===== src/rtl/m4_pixel_streamer.sv =====
// m4_pixel_streamer: drains M4 one 128-bit word at a time and emits the
// 16 packed pixels per word as a valid/ready byte stream. A one-word
// prefetch buffer keeps the stream running at one pixel per cycle.
// Optional running checksum enabled by defining M4_STREAM_CHECKSUM_EN.
module m4_pixel_streamer #(
    parameter int          NUM_WORDS = 4096,
    parameter logic [15:0] BASE_ADDR = 16'h0000
) (
    input  logic         clock,
    input  logic         reset_n,
    input  logic         start,
    input  logic [127:0] M4_ReadBus,
    output logic [15:0]  M4_ReadAddress,
    output logic [7:0]   pixel_out,
    output logic         pixel_valid,
    input  logic         pixel_ready,
    output logic         busy,
    output logic         done,
    output logic [23:0]  checksum
);
    typedef enum logic [1:0] {IDLE, PRIME, STREAM, FINISH} state_t;

    localparam logic [16:0] WORDS     = 17'(NUM_WORDS);
    localparam logic [16:0] LAST_WORD = 17'(NUM_WORDS - 1);

    state_t         state_reg;
    logic [127:0]   shift_reg;
    logic [127:0]   prefetch_reg;
    logic [3:0]     byte_idx_reg;
    logic           shift_valid_reg;
    logic           prefetch_full_reg;
    logic           rd_req_reg;      // address presented this cycle
    logic           rd_data_reg;     // M4_ReadBus holds requested word this cycle
    logic [16:0]    issued_cnt_reg;  // words requested so far
    logic [16:0]    word_idx_reg;    // index of the word in the shift register

    logic xfer, last_byte, final_xfer, word_end, buf_consume;
    logic cap_to_shift, cap_to_buf, buf_full_next, issue;

    assign pixel_out   = shift_reg[7:0];
    assign pixel_valid = shift_valid_reg;

    // Transfer, capture routing and read-issue decisions for this edge.
    always_comb begin
        xfer          = (state_reg == STREAM) && shift_valid_reg && pixel_ready;
        last_byte     = (byte_idx_reg == 4'hF);
        final_xfer    = xfer && last_byte && (word_idx_reg == LAST_WORD);
        word_end      = xfer && last_byte && !final_xfer;
        buf_consume   = word_end && prefetch_full_reg;
        cap_to_shift  = rd_data_reg &&
                        ((state_reg == PRIME) ||
                         ((state_reg == STREAM) &&
                          (!shift_valid_reg || (word_end && !prefetch_full_reg))));
        cap_to_buf    = rd_data_reg && (state_reg == STREAM) && !cap_to_shift;
        buf_full_next = (prefetch_full_reg && !buf_consume) || cap_to_buf;
        // At most one read in flight, and only when its data has a free slot.
        issue         = ((state_reg == STREAM) || ((state_reg == PRIME) && rd_data_reg)) &&
                        (issued_cnt_reg < WORDS) && !rd_req_reg && !buf_full_next;
    end

    // Main control FSM, read pipeline, prefetch buffer and pixel shifter.
    always_ff @(posedge clock) begin
        if (!reset_n) begin
            state_reg         <= IDLE;
            shift_reg         <= '0;
            prefetch_reg      <= '0;
            byte_idx_reg      <= '0;
            shift_valid_reg   <= 1'b0;
            prefetch_full_reg <= 1'b0;
            rd_req_reg        <= 1'b0;
            rd_data_reg       <= 1'b0;
            issued_cnt_reg    <= '0;
            word_idx_reg      <= '0;
            M4_ReadAddress    <= '0;
            busy              <= 1'b0;
            done              <= 1'b0;
        end else begin
            rd_req_reg        <= 1'b0;
            rd_data_reg       <= rd_req_reg;
            done              <= 1'b0;
            prefetch_full_reg <= buf_full_next;
            if (cap_to_buf) begin
                prefetch_reg <= M4_ReadBus;
            end
            if (issue) begin
                M4_ReadAddress <= M4_ReadAddress + 16'd1;
                issued_cnt_reg <= issued_cnt_reg + 17'd1;
                rd_req_reg     <= 1'b1;
            end
            case (state_reg)
                IDLE: begin
                    if (start) begin
                        M4_ReadAddress <= BASE_ADDR;
                        issued_cnt_reg <= 17'd1;
                        rd_req_reg     <= 1'b1;
                        word_idx_reg   <= '0;
                        busy           <= 1'b1;
                        state_reg      <= PRIME;
                    end
                end
                PRIME: begin
                    if (rd_data_reg) begin
                        shift_reg       <= M4_ReadBus;
                        byte_idx_reg    <= '0;
                        shift_valid_reg <= 1'b1;
                        state_reg       <= STREAM;
                    end
                end
                STREAM: begin
                    if (xfer) begin
                        byte_idx_reg <= byte_idx_reg + 4'd1;
                        shift_reg    <= shift_reg >> 8;
                        if (final_xfer) begin
                            shift_valid_reg <= 1'b0;
                            done            <= 1'b1;
                            state_reg       <= FINISH;
                        end else if (last_byte) begin
                            if (prefetch_full_reg) begin
                                shift_reg    <= prefetch_reg;
                                word_idx_reg <= word_idx_reg + 17'd1;
                            end else if (rd_data_reg) begin
                                shift_reg    <= M4_ReadBus;
                                word_idx_reg <= word_idx_reg + 17'd1;
                            end else begin
                                shift_valid_reg <= 1'b0;
                            end
                        end
                    end else if (!shift_valid_reg && rd_data_reg) begin
                        shift_reg       <= M4_ReadBus;
                        byte_idx_reg    <= '0;
                        shift_valid_reg <= 1'b1;
                        word_idx_reg    <= word_idx_reg + 17'd1;
                    end
                end
                FINISH: begin
                    busy      <= 1'b0;
                    state_reg <= IDLE;
                end
                default: state_reg <= IDLE;
            endcase
        end
    end

`ifdef M4_STREAM_CHECKSUM_EN
    logic [23:0] checksum_reg;

    // Sum of transferred pixels; cleared on start, held after done.
    always_ff @(posedge clock) begin
        if (!reset_n) begin
            checksum_reg <= '0;
        end else if ((state_reg == IDLE) && start) begin
            checksum_reg <= '0;
        end else if (xfer) begin
            checksum_reg <= checksum_reg + {16'h0, pixel_out};
        end
    end

    assign checksum = checksum_reg;
`else
    assign checksum = 24'h0;
`endif

endmodule


===== config.mk =====
export PLATFORM = sky130hd
export DESIGN_NAME = m4_pixel_streamer
export DESIGN_NICKNAME = d
export VERILOG_FILES = /design/src/rtl/m4_pixel_streamer.sv
export SDC_FILE = /design/constraint.sdc
export NUM_CORES = 1
export LEC_CHECK = 0
export ABC_AREA = 1
export CORE_UTILIZATION = 40
export DETAILED_ROUTE_END_ITERATION = 10
export HOLD_SLACK_MARGIN = 0.05
export PLACE_DENSITY_LB_ADDON = 0.08
export SLEW_MARGIN = 0
export SYNTH_ARGS = -nofsm -noshare
export SYNTH_HDL_FRONTEND = slang
export SYNTH_SLANG_ARGS = --single-unit

===== constraint.sdc =====
create_clock -name clock -period 5 [get_ports clock]
set_input_delay 1 -clock clock [delete_from_list [all_inputs] [get_ports clock]]
set_output_delay 1 -clock clock [all_outputs]
set_load 0.03 [all_outputs]

==> impl_metrics.env, run 1 <==
export IMPL_status="finished clean"
export IMPL_cp_slowest_cell="dfxtp_4"
export IMPL_post_cts_setup_buffers=0
export IMPL_slowest_delay_ps=880
export IMPL_antenna_diode_count=0
export IMPL_synth_most_common_cell="nand2_1"
export IMPL_drtIter0Drc=1090
export IMPL_vias_per_cell=5.17
export IMPL_maxCapViolations=0
export IMPL_slew_viol_final=0
export IMPL_clock_skew_ps=13.7
export IMPL_ir_worst_vdd_uv=319
export IMPL_dp_slack_ps=1120
export IMPL_worst_setup_path_start_kind="register"
export IMPL_wire_per_inst_um=15.9
export IMPL_synth_area_leaders="dfxtp_1 (39%), nand2_1 (10%), o21ai_0 (7.9%), a21oi_1 (6.7%), inv_1 (6.4%)"
export IMPL_clockRootBuffer="clkbuf_16"
export IMPL_yosys_area_top_type_share=0.394
export IMPL_worstPathMaxFanout=80
export IMPL_postSynth_topFlopCell="dfxtp_1"
export IMPL_timing_rr_start="prefetch_full_reg"
export IMPL_dieHeight_um=203
export IMPL_finalSetupViolations=0
export IMPL_port_buffers=158
export IMPL_first_pass_iters=5
export IMPL_setup_ws_ps=1680
export IMPL_critPathLaunch="prefetch_full_reg"
export IMPL_worst_pin_slew_ps=1070
export IMPL_grt_max_degree=142
export IMPL_num_vias=15200
export IMPL_drc=0
export IMPL_crit_family="simple AND/OR/NAND/NOR gates"
export IMPL_synth_area_per_cell_um2=6.88
export IMPL_powerDensity_nw_per_um2=498
export IMPL_dieArea_um2=41200
export IMPL_clkTransAtPathRegs_ps=50
export IMPL_cts_resized=0
export IMPL_syn_area_um2=16100
export IMPL_nNetsFinal=2525
export IMPL_core_area_um2=39700
export IMPL_fmax_mhz=302
export IMPL_async_reset_ff_frac=0
export IMPL_synth_warnings=0
export IMPL_hold_class="reg -> reg"
export IMPL_synthToLayoutAreaGrowth_pct=17.3
export IMPL_syn_inst=2346
export IMPL_drtAntennaViolNets=0
export IMPL_hpwlAfterDp_mm=28.0
export IMPL_grt_ovfl_total=0
export IMPL_hold_viol_final=0
export IMPL_period_needed_ps=3320
export IMPL_fin_crit_sh=0.663
export IMPL_synth_area_leader_cell="dfxtp_1"
export IMPL_hold_ws_ps=427
export IMPL_p_leak_nw=7.50
export IMPL_grt_first_pass_wirelength_mm=75.2
export IMPL_yosysSeqAreaShare=0.394
export IMPL_cts_sinks=318
export IMPL_synth_common_cells="nand2_1 (434), dfxtp_1 (318), inv_1 (274)"
export IMPL_synth_ff_latch_count=318
export IMPL_slew_headroom=0.284
export IMPL_antenna_found_initial=0
export IMPL_required_ps=5430
export IMPL_synth_cell_type_count=40
export IMPL_cts_buffers=39
export IMPL_fin_setup_tns_ps=0
export IMPL_rows=73
export IMPL_totalWireLength_mm=46.7
export IMPL_clk_path_buf_depth=3
export IMPL_crit_arrival_ps=3750
export IMPL_rsz0062_at_grt="no"
export IMPL_place_gp_congestion=0.829
export IMPL_postCtsHoldBufs=0
export IMPL_grt_pass1_vias=14200
export IMPL_cts_htree_levels=2
export IMPL_hp_start="issued_cnt_reg[15]"
export IMPL_initial_utilization=0.406
export IMPL_grt_use_total=0.224
export IMPL_synth_edff_count=0
export IMPL_fp_dieW_um=203
export IMPL_cts_tree="built"
export IMPL_io_pins=183
export IMPL_critPathKind="reg -> reg"
export IMPL_crit_buf_inv=1
export IMPL_crit_chain="inv_2 > nand2_1 > a21oi_1 > nor3_2 > nand3_1 > nand2_1 > nand3_1 > nand2_1 > nor2_1"
export IMPL_drive_above_1_share=0.0564
export IMPL_clk_latency_ps=550
export IMPL_crit_top_cell="nand2_1"
export IMPL_worst_setup_path_end_kind="register"
-- power breakdown --
part	switching [W]	leakage, nW	internal [W]
clock network	0.00113	0.649	0.00178
registers	0.000244	2.59	0.00304
logic	0.00217	4.26	0.00107
total	0.00354	7.50	0.00589
-- placed cells by master (no fill, tap or decap), types with 3 or more instances in the layout --
cell and count:
a21oi_1 217, a21oi_2 22, a31oi_1 68, buf_12 4, buf_4 19, clkbuf_1 8
clkbuf_16 41, clkbuf_8 12, clkdlybuf4s50_1 157, clkinv_2 5, conb_1 24, dfxtp_1 317
ha_1 9, inv_1 272, inv_2 7, nand2_1 434, nand2_2 3, nand3_1 42
nand3_2 4, nand4_1 33, nor2_1 207, nor2_2 3, nor3_1 11, o211ai_1 63
o21ai_0 254, o21ai_1 73, o22ai_1 46, xnor2_1 3, xor2_1 32
-- metrics by stage --
stage               cell area, µm²  std cells  power [W]   util
floorplan                    16200       2369    0.00572      -
global placement             17600       2868    0.00654  0.443
detailed placement           17600       2868    0.00658  0.443
CTS                          18900       2938    0.00952  0.476
global route                 18900       2938     0.0101  0.476
finish                       18900       2938    0.00943  0.476
-- worst paths after layout --
path,endpoint,cells after the start,slack [ps]
worst min-delay path,issued_cnt_reg[15],2,430
worst max-delay path,word_idx_reg[8],9,1680
worst min register to register,issued_cnt_reg[15],2,430
worst max register to register,word_idx_reg[8],9,1680
-- per-layer routing --
metal / global-route usage / wire (µm) / vias up
li1: - / - / 7774
met1: 0.300 / 22000 / 7016
met2: 0.375 / 21700 / 337
met3: 0.0254 / 1860 / 67
met4: 0.0706 / 1100 / 0
met5: 0 / 0 / -
-- worst min-delay path: cells and delay by family, from the launching register on --
family	cells	cell delay (ps)
buffers and inverters	1	50
DFF	1	300
and+or+nand+nor	1	30
-- layout make-up --
class | instances | area (µm²)
Clock buffer | 61 | 1220
Clock inverter | 9 | 100
Fill cell | 4019 | 20800
Inverter | 281 | 1060
Multi-Input combinational cell | 1564 | 7720
Sequential cell | 318 | 6370
Tap cell | 525 | 657
Timing Repair Buffer | 180 | 1790
-- cells by family (layout without fill, tap and decap cells) --
family,after synthesis,in the layout,share of synthesized area
XOR/XNOR,35,35,0.0190
flip-flops,318,318,0.394
adder cells (fa/ha/maj),9,9,0.00698
buffers and inverters,487,531,0.134
AND/OR/NAND/NOR,748,748,0.189
AO/OA/AOI/OAI,748,748,0.257
other,1,24,0.000232
(Power assumes the default switching activity.)
==> run 2, diff against run 1 <==
==> constraint.sdc (replaced) <==
create_clock -name clock -period 3.1 [get_ports clock]
set_input_delay 0.62 -clock clock [delete_from_list [all_inputs] [get_ports clock]]
set_output_delay 0.62 -clock clock [all_outputs]
set_load 0.03 [all_outputs]
==> run 2 against run 1 <==
Combinational power grew 65%; clock power grew 56%; clock-buffer cell count unchanged; sequential share of layout area shrank 0.39 points; first-iteration DRC count fell by 9.8%; cell area rose by 1.2%; cell count grew 0.48%; largest cell class unchanged; critical path depth up 2; power rose by 61%; fmax grew 23%.
==> impl_metrics.env, run 2 (synthesized netlist as in run 1, its figures left out) <==
export IMPL_clk_path_buf_depth=3
export IMPL_drtIter0Drc=983
export IMPL_regArea_um2=6370
export IMPL_period_needed_ps=2690
export IMPL_hold_viol_final=0
export IMPL_fmax_mhz=371
export IMPL_p_leak_nw=7.60
export IMPL_antenna_diode_count=0
export IMPL_clkTransAtPathRegs_ps=60
export IMPL_cts_htree_levels=2
export IMPL_first_pass_iters=5
export IMPL_initial_utilization=0.406
export IMPL_rows=73
export IMPL_post_cts_setup_buffers=0
export IMPL_clockRootBuffer="clkbuf_16"
export IMPL_vias_per_cell=5.17
export IMPL_nFillCells=4040
export IMPL_final_common_cell="nand2_1"
export IMPL_grt_ovfl_total=0
export IMPL_hold_ws_ps=424
export IMPL_synthToLayoutAreaGrowth_pct=18.7
export IMPL_cts_resized=0
export IMPL_drive_above_1_share=0.0614
export IMPL_antenna_found_initial=0
export IMPL_ir_worst_vdd_uv=805
export IMPL_port_buffers=158
export IMPL_postCtsHoldBufs=0
export IMPL_crit_buf_inv=2
export IMPL_required_ps=3560
export IMPL_multiInputGateArea_um2=7720
export IMPL_grt_max_degree=234
export IMPL_fp_dieW_um=203
export IMPL_core_area_um2=39700
export IMPL_finalSetupViolations=0
export IMPL_slew_headroom=0.226
export IMPL_rrSetupSlack_ps=410
export IMPL_fin_crit_sh=0.869
export IMPL_cts_sinks=318
export IMPL_drtAntennaViolNets=0
export IMPL_dieHeight_um=203
export IMPL_powerDensity_nw_per_um2=792
export IMPL_cp_slowest_cell="inv_8"
export IMPL_worst_pin_slew_ps=1160
export IMPL_dpl_cell_count=2884
export IMPL_slew_viol_final=0
export IMPL_p_total_w=0.0152
export IMPL_cts_buffers=39
export IMPL_crit_arrival_ps=3150
export IMPL_worstPathMaxFanout=86
export IMPL_place_gp_congestion=0.846
export IMPL_num_vias=15300
export IMPL_hpwlAfterDp_mm=28.5
export IMPL_status="finished clean"
export IMPL_nNetsFinal=2541
export IMPL_io_pins=183
export IMPL_clock_skew_ps=14.7
export IMPL_dieArea_um2=41200
export IMPL_slowest_delay_ps=410
export IMPL_hold_class="reg -> reg"
export IMPL_grt_use_total=0.227
export IMPL_wire_per_inst_um=16.0
export IMPL_worst_setup_path_start_kind="register"
export IMPL_crit_family="simple AND/OR/NAND/NOR gates"
export IMPL_fin_setup_tns_ps=0
export IMPL_worst_setup_path_end_kind="register"
export IMPL_clk_latency_ps=530
export IMPL_drc=0
export IMPL_final_cell_mix="nand2_1 (434), dfxtp_1 (317), inv_1 (272)"
export IMPL_totalWireLength_mm=47.2
export IMPL_maxCapViolations=0
export IMPL_rsz0062_at_grt="no"
export IMPL_layout_cells_non_filler=2952
export IMPL_crit_chain="ha_1 > nand2_2 > nor2_2 > and2_4 > nand2_1 > nand3_2 > nand2_4 > inv_8 > buf_12 > o21ai_0 > a21oi_1"
export IMPL_critPathKind="reg -> reg"
export IMPL_cts_tree="built"
export IMPL_grt_first_pass_wirelength_mm=76.5
export IMPL_grt_pass1_vias=14700
-- run 2: cell types whose count changed in the layout (fill, tap and decap cells not counted) --
| cell | change |
|---|---|
| clkinvlp_4 | -2 |
| clkbuf_8 | -1 |
| buf_12 | +12 |
| clkinv_4 | +1 |
| buf_4 | +4 |
| bufinv_16 | -1 |
| clkbuf_1 | +1 |
-- run 2: worst paths after layout --
kind / startpoint / to / depth (start not counted)
worst max-delay path: word_idx_reg[0] / prefetch_reg[7] / 11
worst min-delay path: issued_cnt_reg[15] / issued_cnt_reg[15] / 2
worst max register to register: word_idx_reg[0] / prefetch_reg[7] / 11
worst min register to register: issued_cnt_reg[15] / issued_cnt_reg[15] / 2
-- run 2: area by class of cell --
| type | instances | share of cell area |
|---|---|---|
| flip-flops and latches | 318 | 0.333 |
| well taps | 525 | 0.0343 |
| multi-input cells | 1564 | 0.403 |
| inverters | 281 | 0.0556 |
| repair buffers | 196 | 0.108 |
| clock inverters | 7 | 0.00333 |
| clock buffers | 61 | 0.0632 |
-- run 2: metal layers --
metal	global-route usage	vias to the layer above	wire, µm
li1	-	7802	-
met1	0.296	7046	21700
met2	0.390	348	22300
met3	0.0270	68	2060
met4	0.0685	0	1160
met5	0	-	0
-- run 2: where the power goes --
group,internal [W],total (W),switching [W]
clock network,0.00275,0.00452,0.00176
logic,0.00183,0.00534,0.00351
registers,0.00491,0.00531,0.000400
total,0.00949,0.0152,0.00567
-- run 2: through the flow --
stage / instance area [µm²] / worst slack (ps) / util
detailed placement: 17900 / 243 / 0.450
floorplan: 16200 / 1170 / -
global route: 19200 / 152 / 0.482
global placement: 17900 / 293 / 0.450
CTS: 19200 / 391 / 0.482
finish: 19200 / 407 / 0.482
-- run 2: tightest hold or removal path: cells and delay by family, from the launching register on --
| kind | cells | cell delay [ps] |
|---|---|---|
| buffers and inverters | 1 | 50 |
| flip-flops | 1 | 300 |
| AND/OR/NAND/NOR | 1 | 30 |
